### config.mk
export PLATFORM = sky130hd
export DESIGN_NAME = pe_req_capture_flat
export DESIGN_NICKNAME = d
export VERILOG_FILES = /design/src/rtl/pe_req_capture_if.sv /design/src/rtl/pe_req_capture.sv /design/src/flat_wrapper.sv
export SDC_FILE = /design/constraint.sdc
export NUM_CORES = 1
export LEC_CHECK = 0
export CORE_UTILIZATION = 25
export DETAILED_ROUTE_END_ITERATION = 6
export SLEW_MARGIN = 15
export SYNTH_ARGS = -nofsm -noshare
export SYNTH_HDL_FRONTEND = slang
export SYNTH_SLANG_ARGS = --single-unit
### constraint.sdc
create_clock -name clk -period 2.07 [get_ports clk]
set_clock_uncertainty 0.15 [all_clocks]
set_input_delay 0.414 -clock clk [delete_from_list [all_inputs] [get_ports clk]]
set_output_delay 0.414 -clock clk [all_outputs]
set_load 0.02 [all_outputs]
### src/rtl/pe_req_capture_if.sv
`default_nettype none
// +----------------------------------------------------------------------------+
// | Module   : pe_req_capture_if                                               |
// | Brief    : Request/ack bundle between pe_req_capture and its consumer.     |
// |            Optional overrun ports appear when PE_REQ_OVERRUN_EN is defined.|
// | Revision : 1.0                                                             |
// +----------------------------------------------------------------------------+
interface pe_req_capture_if #(
    parameter int N = 4
);
    localparam int IW = (N > 1) ? $clog2(N) : 1;

    logic [N-1:0]  req_in;
    logic [N-1:0]  mask;
    logic [N-1:0]  pend_out;
    logic          pend_valid;
    logic          ack_valid;
    logic [IW-1:0] ack_idx;
    logic          ack_ready;
    logic          ack_err;
`ifdef PE_REQ_OVERRUN_EN
    logic [N-1:0]  overrun;
    logic          clr_overrun;

    modport slave (
        input  req_in, mask, ack_valid, ack_idx, clr_overrun,
        output pend_out, pend_valid, ack_ready, ack_err, overrun
    );
    modport master (
        output req_in, mask, ack_valid, ack_idx, clr_overrun,
        input  pend_out, pend_valid, ack_ready, ack_err, overrun
    );
`else
    modport slave (
        input  req_in, mask, ack_valid, ack_idx,
        output pend_out, pend_valid, ack_ready, ack_err
    );
    modport master (
        output req_in, mask, ack_valid, ack_idx,
        input  pend_out, pend_valid, ack_ready, ack_err
    );
`endif
endinterface
`default_nettype wire

### src/rtl/pe_req_capture.sv
`default_nettype none
// +----------------------------------------------------------------------------+
// | Module   : pe_req_capture                                                  |
// | Brief    : Synchronises async request lines, captures rising edges as      |
// |            sticky pending bits and offers them to a priority encoder with  |
// |            a valid/ack handshake. Optional macro: PE_REQ_OVERRUN_EN.       |
// | Revision : 1.0                                                             |
// +----------------------------------------------------------------------------+
module pe_req_capture #(
    parameter  int N           = 4,
    parameter  int SYNC_STAGES = 2,   // legal 1..3
    localparam int IW          = (N > 1) ? $clog2(N) : 1
) (
    input  wire logic          clk,
    input  wire logic          rst_n,
    pe_req_capture_if.slave    bus
);

    typedef enum logic [1:0] {
        ST_IDLE    = 2'd0,
        ST_ASSERT  = 2'd1,
        ST_RECOVER = 2'd2
    } state_t;

    logic [N-1:0] sync_q [SYNC_STAGES];
    logic [N-1:0] hist_q;
    logic [N-1:0] pend_q,     pend_d;
    logic [N-1:0] pend_out_q, pend_out_d;
    logic         ack_err_q,  ack_err_d;
    state_t       state_q,    state_d;

    logic [N-1:0] edge_w;
    logic [N-1:0] clr_vec_w;
    logic         ack_acc_w;
    logic         ack_hit_w;
    logic         idx_ok_w;

    always_ff @(posedge clk or negedge rst_n) begin
        if (!rst_n) begin
            for (int s = 0; s < SYNC_STAGES; s++) begin
                sync_q[s] <= '0;
            end
            hist_q <= '0;
        end else begin
            sync_q[0] <= bus.req_in;
            for (int s = 1; s < SYNC_STAGES; s++) begin
                sync_q[s] <= sync_q[s-1];
            end
            hist_q <= sync_q[SYNC_STAGES-1];
        end
    end

    // hist resets low, so a line held high across reset yields one edge.
    assign edge_w    = sync_q[SYNC_STAGES-1] & ~hist_q;
    assign ack_acc_w = bus.ack_valid && (state_q == ST_ASSERT);
    assign idx_ok_w  = (int'(bus.ack_idx) < N);
    assign ack_hit_w = ack_acc_w && idx_ok_w && pend_out_q[bus.ack_idx];

    always_comb begin
        clr_vec_w = '0;
        for (int i = 0; i < N; i++) begin
            clr_vec_w[i] = ack_hit_w && (int'(bus.ack_idx) == i);
        end
        // A fresh edge is a new request, so set overrides a same-cycle clear.
        pend_d     = (pend_q & ~clr_vec_w) | edge_w;
        pend_out_d = pend_d & ~bus.mask;
        ack_err_d  = ack_acc_w && !ack_hit_w;
    end

    always_ff @(posedge clk or negedge rst_n) begin
        if (!rst_n) begin
            pend_q     <= '0;
            pend_out_q <= '0;
            ack_err_q  <= 1'b0;
            state_q    <= ST_IDLE;
        end else begin
            pend_q     <= pend_d;
            pend_out_q <= pend_out_d;
            ack_err_q  <= ack_err_d;
            state_q    <= state_d;
        end
    end

    always_comb begin
        state_d = state_q;
        unique case (state_q)
            ST_IDLE: begin
                if (|pend_out_q) state_d = ST_ASSERT;
            end
            ST_ASSERT: begin
                if (ack_acc_w)         state_d = ST_RECOVER;
                else if (~|pend_out_q) state_d = ST_IDLE;
            end
            // Bubble lets the encoder settle on the cleared vector.
            ST_RECOVER: begin
                state_d = (|pend_out_q) ? ST_ASSERT : ST_IDLE;
            end
            default: state_d = ST_IDLE;
        endcase
    end

    assign bus.pend_out   = pend_out_q;
    assign bus.pend_valid = (state_q == ST_ASSERT);
    assign bus.ack_ready  = (state_q == ST_ASSERT);
    assign bus.ack_err    = ack_err_q;

`ifdef PE_REQ_OVERRUN_EN
    logic [N-1:0] overrun_q, overrun_d;

    always_comb begin
        overrun_d = bus.clr_overrun ? '0 : overrun_q;
        overrun_d = overrun_d | (edge_w & pend_q & ~clr_vec_w);
    end

    always_ff @(posedge clk or negedge rst_n) begin
        if (!rst_n) overrun_q <= '0;
        else        overrun_q <= overrun_d;
    end

    assign bus.overrun = overrun_q;
`endif

endmodule
`default_nettype wire

### src/flat_wrapper.sv
// flat-port wrapper written by rule: the top's interface ports become plain ports
module pe_req_capture_flat 
#(
    parameter  int N           = 4,
    parameter  int SYNC_STAGES = 2,                
    localparam int IW          = (N > 1) ? $clog2(N) : 1
)
  (clk, rst_n, bus_req_in, bus_mask, bus_ack_valid, bus_ack_idx, bus_pend_out, bus_pend_valid, bus_ack_ready, bus_ack_err);
  pe_req_capture_if #(.N(N)) bus_i ();
  input  wire logic clk;
  input  wire logic rst_n;
  input wire logic [$bits(bus_i.req_in)-1:0] bus_req_in;
  input wire logic [$bits(bus_i.mask)-1:0] bus_mask;
  input wire logic [$bits(bus_i.ack_valid)-1:0] bus_ack_valid;
  input wire logic [$bits(bus_i.ack_idx)-1:0] bus_ack_idx;
  output wire logic [$bits(bus_i.pend_out)-1:0] bus_pend_out;
  output wire logic [$bits(bus_i.pend_valid)-1:0] bus_pend_valid;
  output wire logic [$bits(bus_i.ack_ready)-1:0] bus_ack_ready;
  output wire logic [$bits(bus_i.ack_err)-1:0] bus_ack_err;
  assign bus_i.req_in = bus_req_in;
  assign bus_i.mask = bus_mask;
  assign bus_i.ack_valid = bus_ack_valid;
  assign bus_i.ack_idx = bus_ack_idx;
  assign bus_pend_out = bus_i.pend_out;
  assign bus_pend_valid = bus_i.pend_valid;
  assign bus_ack_ready = bus_i.ack_ready;
  assign bus_ack_err = bus_i.ack_err;
  pe_req_capture #(.N(N), .SYNC_STAGES(SYNC_STAGES)) u_core (.clk(clk), .rst_n(rst_n), .bus(bus_i));
endmodule
Yosys cells after proc, flatten, opt, wreduce, memory -nomap -nowiden
Index checks and enable logic that the tools add are counted.
{"block": "op_classes", "addsub": 0, "n_mul": 0, "n_div": 0, "order_cmp": 1, "eq_ne": 7, "shifts": 0, "mux": 7, "n_bitwise": 7, "reduce_logical": 12}
{"operator": "$and A4 B4 Y4", "count": 3}
{"operator": "$not A4 Y4", "count": 3}
{"operator": "$logic_and A1 B1 Y1", "count": 7}
{"operator": "$eq A2 B2 Y1 const B", "count": 3}
{"operator": "$mux W2", "count": 3}
{"operator": "$pmux W2 S3", "count": 1}
{"operator": "$eq A2 B1 Y1 const B", "count": 2}
{"operator": "$logic_not A2 Y1", "count": 2}
{"operator": "$or A4 B4 Y4", "count": 1}
{"operator": "$reduce_or A4 Y1", "count": 1}
{"operator": "$lt A2 B3 Y1 const B", "count": 1}
{"operator": "$ne A3 B2 Y1 const B", "count": 1}
{"operator": "$bmux W1 S2", "count": 1}
{"operator": "$mux W1", "count": 2}
{"operator": "$ne A2 B1 Y1 const B", "count": 1}
{"operator": "$reduce_and A2 Y1", "count": 1}
{"operator": "$logic_not A1 Y1", "count": 1}
{"block": "word_totals", "reg_bits": 23, "latchBits": 0, "mem_bits_rw": 0, "rom_bits": 0, "in_bits": 13, "out_inout_bits": 7, "elab_cells": 41, "mem_count": 0}

Longest topological paths before layout
Gate-level depths: netlist of run 1.
{"block": "depth", "ltp_word": 8, "mapped_depth": 3, "ltp_nobuf": 3}

Worst setup path before layout of run 1
OpenSTA, ideal clock, no wires.
{"block": "synth_timing", "kind": "reg2out", "start": "register u_core.state_q[1]", "end": "output port bus_pend_valid", "arrival_ns": 0.798, "required_ns": 1.506, "slack_ns": 0.708, "stages_incl_launch_ff": 3, "cell_sequence": "dfrtp_1 > and2b_2 > buf_4"}
{"block": "synth_via", "elab_chain_cells": 1}
{"element": "start, declared", "line": "pe_req_capture.sv:30", "rtl": "state_t state_q, state_d;"}
{"element": "start signal, assigned", "line": "pe_req_capture.sv:80", "rtl": "state_q <= state_d;"}
{"element": "$eq A2 B1 Y1"}
{"element": "end, declared", "line": "flat_wrapper.sv:17", "rtl": "output wire logic [$bits(bus_i.pend_valid)-1:0] bus_pend_valid;"}
No other way between the ends.

Final worst setup path of run 1
{"block": "layout_timing", "start": "register u_core.pend_out_q[0], in the netlist u_core.bus.pend_out[0]", "end": "output port bus_pend_out[0]"}
{"element": "start, declared", "line": "pe_req_capture.sv:28", "rtl": "logic [N-1:0] pend_out_q, pend_out_d;"}
{"element": "start signal, assigned", "line": "pe_req_capture.sv:78", "rtl": "pend_out_q <= pend_out_d;"}
{"element": "end, declared", "line": "flat_wrapper.sv:16", "rtl": "output wire logic [$bits(bus_i.pend_out)-1:0] bus_pend_out;"}
No word-level cell between the ends.

==> summary.md, run 1 <==
| Metric | Value |
|---|---|
| Core Util, Final | 36.0% |
| H-tree depth | 1 |
| Final TNS setup | 0 ns |
| Fillers | 306 |
| Final std cells w/o fill | 108 |
| Slew @ Worst Pin | 0.351 ns |
| Antenna violations before repair | 0 |
| Worst-path clk slew | 0.12 ns |
| Total nets after synthesis | 67 |
| Total Routing Usage GR | 8.23% |
| Stages on worst setup path | 1 |
| WHS Path Cells | 0 |
| Pins Over Slew Limit | 0 |
| Post-synthesis sequential area ratio | 74.4% |
| Maximum VDD drop | 0.000391 V |
| Dpl cells | 104 |
| Synth Register Bits | 23 |
| Share of cells above drive strength 1 | 9.09% |
| Leakage | 0.415 nW |
| Crit-path cells | clkdlybuf4s50_1 |
| Sink Count | 23 |
| Slew headroom | 76.3% |
| Port Buffer Count | 19 |
| TritonCTS clock tree | built |
| Commonest non-fill, non-tap cell in the layout | dfrtp_1 |
| Syn Inst Count | 54 |
| Hold Path Class | register to register |
| Setup Crit Path Kind | register to output pin |
| Vias in the first global route | 473 |
| IO Pins | 20 |
| Rows | 19 |
| FMAX | 523 MHz |
| Die X | 57.6 µm |
| CP top delay family | buffers and inverters |
| Starting Density | 27.1% |
| Post-CTS Setup Repair Bufs | 0 |
| Synth cell types | 14 |
| Post-layout min period | 1.91 ns |
| Final hold violation count | 0 |
| WL/cell | 11.1 µm |
| Core area | 2850 µm² |
| Failing checks | design-rule violations |
| First-pass GRT wire length | 2.02 mm |
| PwrDens | 818 nW/µm² |
| Netlist Area Pre-Place | 773 µm² |
| CTS buffer count | 3 |
| FF-to-FF path depth | 3 |
| Mapped Avg Cell Area | 14.3 µm² |
| Crit-path max FO | 4 |
| Largest net degree at the start of global routing | 24 |
| Synth warnings | 0 |
| DR pass1 iterations | 6 |
| Final antenna-violating net count | 0 |
| Max Cap Viol | 0 |
| Worst EP arrival | 1.35 ns |
| Root Buffer | clkbuf_4 |
| Worst-skew pair later-pin latency | 0.30 ns |
| RSZ-0062 raised after global routing | false |
| Via density | 4.44 |
| Final wirelength | 1.20 mm |
| Worst Path Buf+Inv | 1 |
| Startpoint Class | register |
| DPL Wire Length | 864 µm |
| Crit path largest cell delay | 0.63 ns |
| CP Capture Type | output pin |
| Final global-route overflow total | 0 |
| P&R area growth vs syn | 32.8% |
| 1st-iter DRT viols | 14 |
| Crit-path slowest cell | clkdlybuf4s50_1 |
| DRC | 2 |
| Die Ht | 57.6 µm |
| Nets@finish | 91 |
| GPL Wtd Cong | 0.647 |
| Most frequent cells in the layout | dfrtp_1, clkdlybuf4s50_1, nor2_1 |
| CP Data Required Time | 1.51 ns |
| Period utilisation layout | 92.3% |
| Final setup viols | 0 |
| Via Count | 479 |
| Outcome | finished, violations left |
| Ant diodes | 0 |
| CTS max path bufs | 2 |
| DIE AREA | 3320 µm² |
kinds of logic (layout without fill, tap and decap cells):
| logic type | Yosys count | count (layout) | synth area share, % |
|---|---|---|---|
| buffers and inverters | 1 | 24 | 0.971 |
| muxes | 1 | 1 | 2.91 |
| and+or+nand+nor | 27 | 27 | 19.6 |
| DFF | 23 | 23 | 74.4 |
| AOI/OAI and AO/OA | 2 | 2 | 2.10 |
layout make-up:
type / instances / area, µm² / area share [%]
tap: 31 / 38.8 / 3.78
sequential: 23 / 576 / 56.0
clock buffer: 3 / 22.5 / 2.19
clock inverter: 1 / 5.00 / 0.487
timing repair buffer: 20 / 195 / 19.0
multi-input combinational: 30 / 190 / 18.5
power by group:
part,switching [mW],leakage (nW),internal (mW)
Clock,0.128,0.0177,0.0720
Combinational,0.0640,0.136,0.0727
Sequential,0.0192,0.262,0.484
Total,0.211,0.415,0.629
synth_stat cells (all sizes together):
| master | count | share of area (%) |
|---|---|---|
| o41a | 1 | 1.5 |
| nor4b | 2 | 2.3 |
| nor2b | 5 | 4.0 |
| nand4bb | 1 | 1.5 |
| and2b | 1 | 1.1 |
| o21ai | 1 | 0.65 |
| nor3 | 6 | 3.9 |
| nand2 | 2 | 0.97 |
| nand4b | 1 | 1.1 |
| dfrtp | 23 | 74 |
| mux4 | 1 | 2.9 |
| and2 | 1 | 0.81 |
| nor2 | 8 | 3.9 |
| buf | 1 | 0.97 |
stage by stage:
| stage | power, mW | setup WS (ns) | area, µm² | hold slack [ns] |
|---|---|---|---|---|
| 6_report | 0.840 | 0.158 | 1030 | 0.216 |
| 5_1_grt | 0.890 | 0.0925 | 1030 | 0.234 |
| 4_1_cts | 0.856 | 0.126 | 1030 | 0.217 |
| 3_5_place_dp | 0.659 | 0.203 | 1000 | 0.187 |
| 3_3_place_gp | 0.657 | 0.185 | 1000 | 0.183 |
| 2_1_floorplan | 0.582 | 0.708 | 773 | -0.0316 |
sequential cells by signal, summed over array words and instances (netlist names):
| name | flops |
|---|---|
| u_core.bus.pend_out | 4 |
| u_core.bus.ack_err | 1 |
| u_core.sync_q | 8 |
| u_core.state_q | 2 |
| u_core.pend_q | 4 |
| u_core.hist_q | 4 |
per-layer routing:
metal  GRT usage (%)  vias up  share of wire, %
li1                -      232                 -
met1            9.72      232                46
met2            13.5       15                47
met3            4.02        0               7.0
met4            2.09        0                 0
met5               0        -                 0
path summary, 6_finish.rpt:
kind | from | endpoint | slack (ns)
min in group asynchronous | rst_n | u_core.sync_q[6]$_DFF_PN0_ | 0.29
hold / removal | u_core.sync_q[7]$_DFF_PN0_ | u_core.sync_q[3]$_DFF_PN0_ | 0.22
setup / recovery | u_core.bus.pend_out[0]$_DFF_PN0_ | bus_pend_out[0] | 0.16
hold reg to reg | u_core.sync_q[7]$_DFF_PN0_ | u_core.sync_q[3]$_DFF_PN0_ | 0.22
setup reg to reg | u_core.state_q[1]$_DFFE_PN0P_ | u_core.pend_q[0]$_DFF_PN0_ | 0.68
max in group asynchronous | rst_n | u_core.hist_q[1]$_DFF_PN0_ | 1.25
repair_timing:
item                       4_1_cts  5_1_grt
hold buffers                     0        0
resized for setup                2        0
setup endpoints to repair        2        0
No activity file was read; power rests on OpenSTA's default activity.
==> inputs of run 2 (changes only) <==
--- a/config.mk
+++ b/config.mk
@@ -5,6 +5,7 @@
 export SDC_FILE = /design/constraint.sdc
 export NUM_CORES = 1
 export LEC_CHECK = 0
+export CORE_ASPECT_RATIO = 1.1
 export CORE_UTILIZATION = 25
 export DETAILED_ROUTE_END_ITERATION = 6
 export SLEW_MARGIN = 15
==> summary.md, run 2 (same netlist as run 1, synthesis figures left out) <==
| Metric | Value |
|---|---|
| WL/cell | 11.1 µm |
| CP Data Required Time | 1.51 ns |
| Capture instance of the worst register-to-register path | u_core.bus.pend_out[0]$_DFF_PN0_ |
| Core Util, Final | 36.1% |
| Antenna violations before repair | 0 |
| 1st-iter DRT viols | 1 |
| Max reg flops | 8 |
| PwrDens | 815 nW/µm² |
| FF-to-FF path depth | 3 |
| Commonest non-fill, non-tap cell in the layout | dfrtp_1 |
| FMAX | 521 MHz |
| WHS Path Cells | 0 |
| Share of cells above drive strength 1 | 7.79% |
| DRC | 0 |
| Period utilisation layout | 92.6% |
| P&R area growth vs syn | 33.0% |
| Final global-route overflow total | 0 |
| Port Buffer Count | 19 |
| Die X | 55.0 µm |
| Root Buffer | clkbuf_4 |
| Crit-path slowest cell | clkdlybuf4s50_1 |
| Starting Density | 27.1% |
| Worst Path Buf+Inv | 1 |
| Rows | 20 |
| Via density | 4.38 |
| First-pass GRT wire length | 2.00 mm |
| DIE AREA | 3320 µm² |
| Final hold violation count | 0 |
| Hold Path Class | register to register |
| Largest net degree at the start of global routing | 24 |
| Crit-path max FO | 4 |
| Final setup viols | 0 |
| Nets@finish | 91 |
| Most frequent cells in the layout | dfrtp_1, clkdlybuf4s50_1, nor2_1 |
| Leakage | 0.412 nW |
| Startpoint Class | register |
| DR pass1 iterations | 4 |
| TritonCTS clock tree | built |
| CTS buffer count | 3 |
| Final TNS setup | 0 ns |
| Reg-to-reg slack, setup | 0.65 ns |
| GPL Wtd Cong | 0.699 |
| Die Ht | 60.3 µm |
| Post-CTS Hold Buffers | 0 |
| Final antenna-violating net count | 0 |
| Sink Count | 23 |
| Hold endpoint | u_core.sync_q[0]$_DFF_PN0_ |
| CTS max path bufs | 2 |
| Slew headroom | 74.9% |
| CP Capture Type | output pin |
| Post-CTS Setup Repair Bufs | 0 |
| R2r startpoint | u_core.state_q[1]$_DFFE_PN0P_ |
| Crit path largest cell delay | 0.63 ns |
| Worst-path clk slew | 0.12 ns |
| Slew @ Worst Pin | 0.371 ns |
| H-tree depth | 1 |
| Maximum VDD drop | 0.000341 V |
| Setup Crit Path Kind | register to output pin |
| RSZ-0062 raised after global routing | false |
| HP Start | u_core.sync_q[4]$_DFF_PN0_ |
| Ant diodes | 0 |
| Cts repair resizes | 2 |
| Outcome | finished clean |
| IO Pins | 20 |
| Core area | 2850 µm² |
| Pins Over Slew Limit | 0 |
| Max Cap Viol | 0 |
| Total Routing Usage GR | 8.71% |
| CP top delay family | buffers and inverters |
| Post-layout min period | 1.92 ns |
| Via Count | 482 |
| Final wirelength | 1.22 mm |
| Worst-skew pair later-pin latency | 0.30 ns |
| Top reg by flops | u_core.sync_q |
| Crit-path cells | clkdlybuf4s50_1 |
| Vias in the first global route | 495 |
| Worst EP arrival | 1.35 ns |
[run 2: cell count changes in the layout (fill, tap and decap cells not counted), sizes merged]
| cell | change |
|---|---|
| clkinv | -1 |
| clkbuf | +1 |
[run 2: through the flow]
| step | cell area, µm² | power [mW] | worst slack [ns] | hold slack (ns) | cells |
|---|---|---|---|---|---|
| detailed placement | 1000 | 0.660 | 0.180 | 0.191 | 106 |
| floorplan | 773 | 0.582 | 0.708 | -0.0316 | 54 |
| global route | 1030 | 0.882 | 0.0879 | 0.224 | 110 |
| finish | 1030 | 0.838 | 0.152 | 0.215 | 110 |
| global placement | 1000 | 0.656 | 0.206 | 0.183 | 106 |
| CTS | 1030 | 0.855 | 0.125 | 0.218 | 110 |
[run 2: worst max path at each step]
stage | startpoint | end | slack, ns | depth (start not counted)
after floorplan | u_core.state_q[1]$_DFFE_PN0P_ | bus_pend_valid | 0.71 | 2
after global placement | bus_ack_idx[0] | u_core.bus.ack_err$_DFF_PN0_ | 0.21 | 3
after detailed placement | bus_ack_idx[1] | u_core.bus.pend_out[0]$_DFF_PN0_ | 0.18 | 4
after CTS | u_core.bus.pend_out[3]$_DFF_PN0_ | bus_pend_out[3] | 0.13 | 1
after global routing | u_core.bus.pend_out[3]$_DFF_PN0_ | bus_pend_out[3] | 0.09 | 1
final | u_core.bus.pend_out[3]$_DFF_PN0_ | bus_pend_out[3] | 0.15 | 1
[run 2: area by class of cell]
type	count	area (µm²)
Tap cell	33	41.3
Timing Repair Buffer	20	195
Clock buffer	4	26.3
Fill cell	299	1820
Multi-Input combinational cell	30	190
Sequential cell	23	576
[run 2: where the power goes]
group / leakage [nW] / internal, mW / switching (mW)
Combinational: 0.136 / 0.0727 / 0.0643
Clock: 0.0150 / 0.0750 / 0.122
Sequential: 0.262 / 0.484 / 0.0202
Total: 0.412 / 0.632 / 0.206
[run 2: routing by layer]
layer | up-vias | share of wire [%] | track usage, %
met5 | - | 0 | 0
met4 | 0 | 0 | 4.29
met3 | 0 | 7.6 | 2.76
met2 | 16 | 47 | 14.1
met1 | 236 | 45 | 10.3
li1 | 230 | - | -
